<file path="config.mk">
export PLATFORM = sky130hd
export DESIGN_NAME = transducer_burst_array
export DESIGN_NICKNAME = d
export VERILOG_FILES = /design/src/rtl/transducer_burst_array.sv
export SDC_FILE = /design/constraint.sdc
export NUM_CORES = 2
export LEC_CHECK = 0
export CORE_MARGIN = 5
export CORE_UTILIZATION = 45
export CTS_BUF_LIST = sky130_fd_sc_hd__clkbuf_8
export DETAILED_ROUTE_END_ITERATION = 8
export GPL_ROUTABILITY_DRIVEN = 0
export PLACE_DENSITY = 0.66
export SYNTH_ARGS = -nofsm -noshare
export SYNTH_HDL_FRONTEND = slang
export SYNTH_SLANG_ARGS = --single-unit
</file>
<file path="constraint.sdc">
create_clock -name clk -period 16 [get_ports clk]
set_clock_uncertainty 0.1 [all_clocks]
set_input_delay 1.6 -clock clk [delete_from_list [all_inputs] [get_ports clk]]
set_output_delay 1.6 -clock clk [all_outputs]
set_load 0.005 [all_outputs]
</file>
<file path="src/rtl/transducer_burst_array.sv">
// transducer_burst_array
//   Multi-channel transducer pulse output stage. After arming (onYourMark),
//   a fire trigger starts a burst on every enabled channel: each channel
//   waits its own phase delay, then emits pulseCount pulses of its own
//   charge time separated by a shared rest time. A per-channel watchdog cuts
//   a channel off after DANGER_MAX consecutive high cycles and sets a sticky
//   warning bit.
//
// Ports:
//   clk, rst          clock, asynchronous active-high reset
//   isActive          block enable; low aborts and clears synchronously
//   chanEnable        per-channel enable, latched at arm
//   onYourMark        arm request, latches the configuration
//   fire              fire trigger (honoured only in ARMED)
//   phaseDelay        per-channel delay, channel i at [i*PD_W +: PD_W]
//   chargeTime        per-channel pulse high time, channel i at [i*CT_W +: CT_W]
//   restTime          shared low time between pulses
//   pulseCount        pulses per burst
//   clearWarning      clears all warning bits
//   transducerOutput  registered drive outputs
//   fireComplete      high when idle
//   doneStrobe        one-cycle pulse when a burst ends normally
//   busy              high while ARMED or FIRING
//   warning           sticky per-channel watchdog trip
module transducer_burst_array #(
  parameter int NCH        = 8,
  parameter int PD_W       = 16,
  parameter int CT_W       = 9,
  parameter int NP_W       = 8,
  parameter int DANGER_MAX = 500
) (
  input  logic                 clk,
  input  logic                 rst,
  input  logic                 isActive,
  input  logic [NCH-1:0]       chanEnable,
  input  logic                 onYourMark,
  input  logic                 fire,
  input  logic [NCH*PD_W-1:0]  phaseDelay,
  input  logic [NCH*CT_W-1:0]  chargeTime,
  input  logic [CT_W-1:0]      restTime,
  input  logic [NP_W-1:0]      pulseCount,
  input  logic                 clearWarning,
  output logic [NCH-1:0]       transducerOutput,
  output logic                 fireComplete,
  output logic                 doneStrobe,
  output logic                 busy,
  output logic [NCH-1:0]       warning
);

  // One counter serves delay, charge and rest phases, so it must hold the wider field.
  localparam int CNT_W = (PD_W > CT_W) ? PD_W : CT_W;
  // The watchdog counter holds completed high cycles; the cycle in which it
  // already shows DANGER_MAX-1 is the DANGER_MAX-th high cycle.
  localparam logic [CT_W-1:0] WD_LAST = CT_W'(DANGER_MAX - 1);

  typedef enum logic [1:0] {IDLE, ARMED, FIRING} stateT;
  typedef enum logic [1:0] {DELAY, CHARGE, REST, FINISHED} chStateT;

  stateT   state, stateNext;
  chStateT chState [NCH];
  chStateT chStateNext [NCH];

  logic [CNT_W-1:0] cnt [NCH];
  logic [CNT_W-1:0] cntNext [NCH];
  logic [NP_W-1:0]  pulsesLeft [NCH];
  logic [NP_W-1:0]  pulsesNext [NCH];
  logic [CT_W-1:0]  wd [NCH];
  logic [CT_W-1:0]  wdNext [NCH];

  logic [NCH-1:0]      outNext, tripNext, finNext;
  logic [NCH-1:0]      enL;
  logic [NCH*PD_W-1:0] pdL;
  logic [NCH*CT_W-1:0] ctL;
  logic [CT_W-1:0]     restL;
  logic [NP_W-1:0]     npL;
  logic                doneNext, busyNext, latchCfg, startBurst;

  assign latchCfg   = isActive && onYourMark && (state == IDLE || state == ARMED);
  assign startBurst = isActive && (state == ARMED) && fire && !onYourMark;

  // Configuration is captured only while idle or armed, so input changes
  // during a burst cannot disturb it.
  always_ff @(posedge clk or posedge rst) begin
    if (rst) begin
      enL   <= '0;
      pdL   <= '0;
      ctL   <= '0;
      restL <= '0;
      npL   <= '0;
    end else if (latchCfg) begin
      enL   <= chanEnable;
      pdL   <= phaseDelay;
      ctL   <= chargeTime;
      restL <= restTime;
      npL   <= pulseCount;
    end
  end

  // Per-channel sequencing. pulsesLeft counts pulses still to come after the
  // current one, so reaching the end of a charge with zero left means no
  // trailing rest. The watchdog check overrides the normal sequence.
  always_comb begin
    for (int i = 0; i < NCH; i++) begin
      chStateNext[i] = chState[i];
      cntNext[i]     = cnt[i];
      pulsesNext[i]  = pulsesLeft[i];
      outNext[i]     = transducerOutput[i];
      tripNext[i]    = 1'b0;
      wdNext[i]      = '0;
      if (!isActive) begin
        chStateNext[i] = FINISHED;
        cntNext[i]     = '0;
        pulsesNext[i]  = '0;
        outNext[i]     = 1'b0;
      end else if (startBurst) begin
        outNext[i] = 1'b0;
        if (!enL[i] || ctL[i*CT_W +: CT_W] == '0 || npL == '0) begin
          chStateNext[i] = FINISHED;
          cntNext[i]     = '0;
          pulsesNext[i]  = '0;
        end else begin
          chStateNext[i] = DELAY;
          cntNext[i]     = CNT_W'(pdL[i*PD_W +: PD_W]);
          pulsesNext[i]  = npL - NP_W'(1);
        end
      end else if (state == FIRING) begin
        wdNext[i] = transducerOutput[i] ? ((wd[i] == '1) ? wd[i] : wd[i] + CT_W'(1)) : '0;
        case (chState[i])
          DELAY: begin
            if (cnt[i] == '0) begin
              chStateNext[i] = CHARGE;
              outNext[i]     = 1'b1;
              cntNext[i]     = CNT_W'(ctL[i*CT_W +: CT_W]) - CNT_W'(1);
            end else begin
              cntNext[i] = cnt[i] - CNT_W'(1);
            end
          end
          CHARGE: begin
            if (cnt[i] != '0) begin
              cntNext[i] = cnt[i] - CNT_W'(1);
            end else if (pulsesLeft[i] == '0) begin
              chStateNext[i] = FINISHED;
              outNext[i]     = 1'b0;
            end else begin
              pulsesNext[i] = pulsesLeft[i] - NP_W'(1);
              // Zero rest joins consecutive pulses into one continuous high.
              if (restL == '0) begin
                cntNext[i] = CNT_W'(ctL[i*CT_W +: CT_W]) - CNT_W'(1);
              end else begin
                chStateNext[i] = REST;
                outNext[i]     = 1'b0;
                cntNext[i]     = CNT_W'(restL) - CNT_W'(1);
              end
            end
          end
          REST: begin
            if (cnt[i] == '0) begin
              chStateNext[i] = CHARGE;
              outNext[i]     = 1'b1;
              cntNext[i]     = CNT_W'(ctL[i*CT_W +: CT_W]) - CNT_W'(1);
            end else begin
              cntNext[i] = cnt[i] - CNT_W'(1);
            end
          end
          default: begin
            outNext[i] = 1'b0;
          end
        endcase
        if (transducerOutput[i] && wd[i] >= WD_LAST) begin
          chStateNext[i] = FINISHED;
          outNext[i]     = 1'b0;
          cntNext[i]     = '0;
          pulsesNext[i]  = '0;
          tripNext[i]    = 1'b1;
        end
      end else begin
        chStateNext[i] = FINISHED;
        cntNext[i]     = '0;
        pulsesNext[i]  = '0;
        outNext[i]     = 1'b0;
      end
      finNext[i] = (chStateNext[i] == FINISHED);
    end
  end

  // Channel state, counters and drive outputs.
  always_ff @(posedge clk or posedge rst) begin
    if (rst) begin
      for (int i = 0; i < NCH; i++) begin
        chState[i]    <= FINISHED;
        cnt[i]        <= '0;
        pulsesLeft[i] <= '0;
        wd[i]         <= '0;
      end
      transducerOutput <= '0;
    end else begin
      for (int i = 0; i < NCH; i++) begin
        chState[i]    <= chStateNext[i];
        cnt[i]        <= cntNext[i];
        pulsesLeft[i] <= pulsesNext[i];
        wd[i]         <= wdNext[i];
      end
      transducerOutput <= outNext;
    end
  end

  // Global state register.
  always_ff @(posedge clk or posedge rst) begin
    if (rst) state <= IDLE;
    else     state <= stateNext;
  end

  // Global next state. FIRING ends on the same edge the last channel's
  // output falls, which is why it looks at the channels' next states.
  always_comb begin
    stateNext = state;
    case (state)
      IDLE:    if (onYourMark) stateNext = ARMED;
      ARMED:   if (fire && !onYourMark) stateNext = FIRING;
      FIRING:  if (&finNext) stateNext = IDLE;
      default: stateNext = IDLE;
    endcase
    if (!isActive) stateNext = IDLE;
  end

  // Global output decode, registered below.
  always_comb begin
    doneNext = isActive && (state == FIRING) && (&finNext);
    busyNext = (stateNext != IDLE);
  end

  // Status outputs and sticky warnings; a trip on the same edge as
  // clearWarning still leaves its bit set.
  always_ff @(posedge clk or posedge rst) begin
    if (rst) begin
      busy         <= 1'b0;
      fireComplete <= 1'b1;
      doneStrobe   <= 1'b0;
      warning      <= '0;
    end else begin
      busy         <= busyNext;
      fireComplete <= !busyNext;
      doneStrobe   <= doneNext;
      if (!isActive) warning <= '0;
      else           warning <= (warning & ~{NCH{clearWarning}}) | tripNext;
    end
  end

endmodule

</file>
==> results.json <==
{
  "p_leak_uw": 0.0147,
  "antenna_found_initial": 3,
  "holdCritStartpoint": "warning[7]$_DFF_PP0_",
  "required_ns": 16.49,
  "num_vias": 25600,
  "synth_edf_count": 0,
  "clk_latency_ns": 0.71,
  "hold_class": "reg2reg",
  "firstDrtPassIters": 6,
  "grt_pass1_wl_um": 139000,
  "die_h_um": 266,
  "synthDistinctLibCells": 84,
  "period_minus_slack_ns": 4.21,
  "setup_viol": 0,
  "fin_setup_tns_ns": 0,
  "drtAntennaViolNets": 0,
  "synth_area_per_cell_um2": 9.48,
  "dp_hpwl_um": 61300,
  "post_drt_wl_per_cell_um": 20.8,
  "path_max_fanout": 10,
  "grt_max_degree": 188,
  "die_x_um": 266,
  "fin_area_mm2": 0.0347,
  "synth_common_cells": "509 x dfrtp_1, 382 x nand2_1, 256 x nor2_1",
  "io_buffer_count": 249,
  "hold_buffers": 0,
  "grtUsageTotal_pct": 24.3,
  "clk_pin_slew_ns": 0.06,
  "hold_slack_ns": 0.402,
  "r2r_end": "busy$_DFF_PP0_",
  "cp.depth": 11,
  "htree_levels": 3,
  "root_buffer": "clkbuf_8",
  "start_util_pct": 45.5,
  "syn_area_mm2": 0.0295,
  "vias_per_cell": 5.99,
  "synth_area_leaders": "dfrtp_1 43%, mux2_2 8.6%, nand2_1 4.9%, o21ai_0 3.9%, nor2_1 3.3%",
  "yosys.area.top_type": "dfrtp_1",
  "wl_um": 88900,
  "cts-resized-gates": 0,
  "post_cts_buffers": 0,
  "ioPinCount": 250,
  "holdPathStages": 1,
  "r2r_slack_ns": 11.79,
  "cpPeakStageDelay_ns": 0.88,
  "remaining_drc_errors": 0,
  "multi_input_area_mm2": 0.0155,
  "yosys.area.top_type_share_pct": 43.2,
  "synth_ff_type": "dfrtp_1",
  "dieArea_mm2": 0.0707,
  "cts_tree": "yes",
  "fill_cells": 5859,
  "synth.most_common_cell": "dfrtp_1",
  "ys_async_sr_fraction_pct": 100,
  "r2r_start": "restL[0]$_DFFE_PP0P_",
  "syn-num-nets": 3389,
  "grt_overflow": 0,
  "placed_area_mm2": 0.0329,
  "fmax_mhz": 237,
  "path_class": "reg2reg",
  "status": "finished clean",
  "worst_pin_slew_ns": 1.34,
  "ir_drop_uv": 54.9,
  "final-hold-violation-count": 0,
  "rr_worst_depth": 11,
  "cp-startpoint": "restL[0]$_DFFE_PP0P_",
  "cts_buffers": 91,
  "drt_iter0_markers": 2199,
  "final_layout_size_suffix_gt1_share_pct": 13.4,
  "totalPowerFinal_uw": 3370,
  "clockBufferDepth": 3,
  "crit_path_end_kind": "flip-flop",
  "crit_chain": "buf_4 -> inv_1 -> ha_1 -> nor2b_1 -> and3_1 -> nor4_1 -> nor3_1 -> nand4_1 -> a311oi_2 -> nand3_1 -> o211a_1",
  "drv_slew": 0,
  "drv_cap": 0,
  "synth_seq_cells": 526,
  "cp_num_buf_inv": 2,
  "worst_ep_arrival_time_ns": 4.70,
  "rows": 93,
  "coreArea_mm2": 0.0647,
  "post-route-period-util_pct": 26.3,
  "yosysWarnings": 0,
  "cts_sinks": 526,
  "crit_path_top_delay_cell": "and3_1",
  "synthCells": 3106,
  "slew_headroom_pct": 10.5,
  "rsz0062_at_grt": "no",
  "synth-seq-area-share_pct": 44.8,
  "layout-area-overhead-vs-synth_pct": 17.8,
  "worst_setup_path_start_kind": "flip-flop",
  "min_to": "warning[7]$_DFF_PP0_",
  "grt_pass1_vias": 25200,
  "nets": 3628,
  "crit_family": "simple AND/OR/NAND/NOR gates",
  "final-seq-area_mm2": 0.0132,
  "cellPowerDensity_mw_per_mm2": 97.1,
  "utilization_pct": 53.6
}
## power by group
| group | switching (uW) | total, uW | leakage (uW) | internal, uW |
|---|---|---|---|---|
| sequential | 110 | 1540 | 0.00678 | 1430 |
| combinational | 337 | 599 | 0.00685 | 262 |
| clock | 568 | 1230 | 0.00105 | 662 |
## worst max path at each step
stage,to
global placement,busy$_DFF_PP0_
CTS,busy$_DFF_PP0_
floorplan,busy$_DFF_PP0_
detailed placement,restL[4]$_DFFE_PP0P_
finish,busy$_DFF_PP0_
global route,cnt[42]$_DFFE_PP0P_
## through the flow
step / worst slack, ns / std cells
after floorplan: 7.17 / 3106
after global placement: 11.42 / 4107
after detailed placement: 11.32 / 4107
after CTS: 11.88 / 4270
after global routing: 11.64 / 4271
final: 11.79 / 4275
## flip-flops by register name (all words and copies together) (netlist names)
| name | count |
|---|---|
| cnt | 128 |
| pdL | 128 |
| ctL | 72 |
| wd | 72 |
| pulsesLeft | 64 |
| chState | 16 |
| restL | 9 |
| enL | 8 |
| npL | 8 |
| transducerOutput | 8 |
| warning | 8 |
| state | 2 |
| busy | 1 |
| doneStrobe | 1 |
| fireComplete | 1 |
## layout make-up
class	instances	area share, %
diodes	5	0.0361
clock buffers	112	4.44
clock inverters	51	0.815
inverters	85	0.930
multi-input cells	2356	44.7
flip-flops and latches	526	38.0
well taps	855	3.08
repair buffers	285	8.02
## layout by cell type, fill, tap and decap left out, drive strengths merged, types with 10 or more instances in the layout
cell type | netlist | routed
a2111oi | 10 | 10
a211oi | 28 | 28
a21o | 13 | 13
a21oi | 170 | 170
a22o | 37 | 37
a22oi | 35 | 35
a31oi | 22 | 22
a32o | 16 | 16
a32oi | 20 | 20
and3 | 14 | 14
buf | 14 | 37
clkbuf | 125 | 112
clkdlybuf4s50 | 0 | 248
clkinv | 0 | 12
dfrtp | 509 | 509
dfstp | 17 | 17
ha | 52 | 52
inv | 85 | 116
mux2 | 225 | 225
mux2i | 18 | 18
nand2 | 382 | 382
nand2b | 25 | 25
nand3 | 62 | 62
nand3b | 11 | 11
nand4 | 20 | 20
nor2 | 256 | 256
nor2b | 20 | 20
nor3 | 97 | 97
nor3b | 14 | 14
nor4 | 52 | 52
nor4b | 10 | 10
o211ai | 19 | 19
o21ai | 237 | 237
o22ai | 32 | 32
o31ai | 49 | 49
or3 | 41 | 41
or4 | 38 | 38
xnor2 | 94 | 94
xor2 | 106 | 106
## cell families (layout without fill, tap and decap cells)
logic type / Yosys count / in the layout / synth area share, %
other cells: 0 / 5 / 0
buf+inv: 224 / 533 / 2.92
fa+ha+maj: 52 / 52 / 2.21
simple gates: 1084 / 1084 / 17.9
flops: 526 / 526 / 44.8
xor+xnor: 200 / 200 / 5.95
mux: 243 / 243 / 9.21
compound gates: 777 / 777 / 17.1
## metal layers
metal	part of all wire [%]	vias to the layer above	track usage, %
met1	43	12600	33.4
li1	-	11800	-
met3	7.6	209	4.76
met2	45	988	37.8
met4	3.9	4	10.0
met5	0.030	-	0
Note: power is estimated with default switching activity, not from simulation.
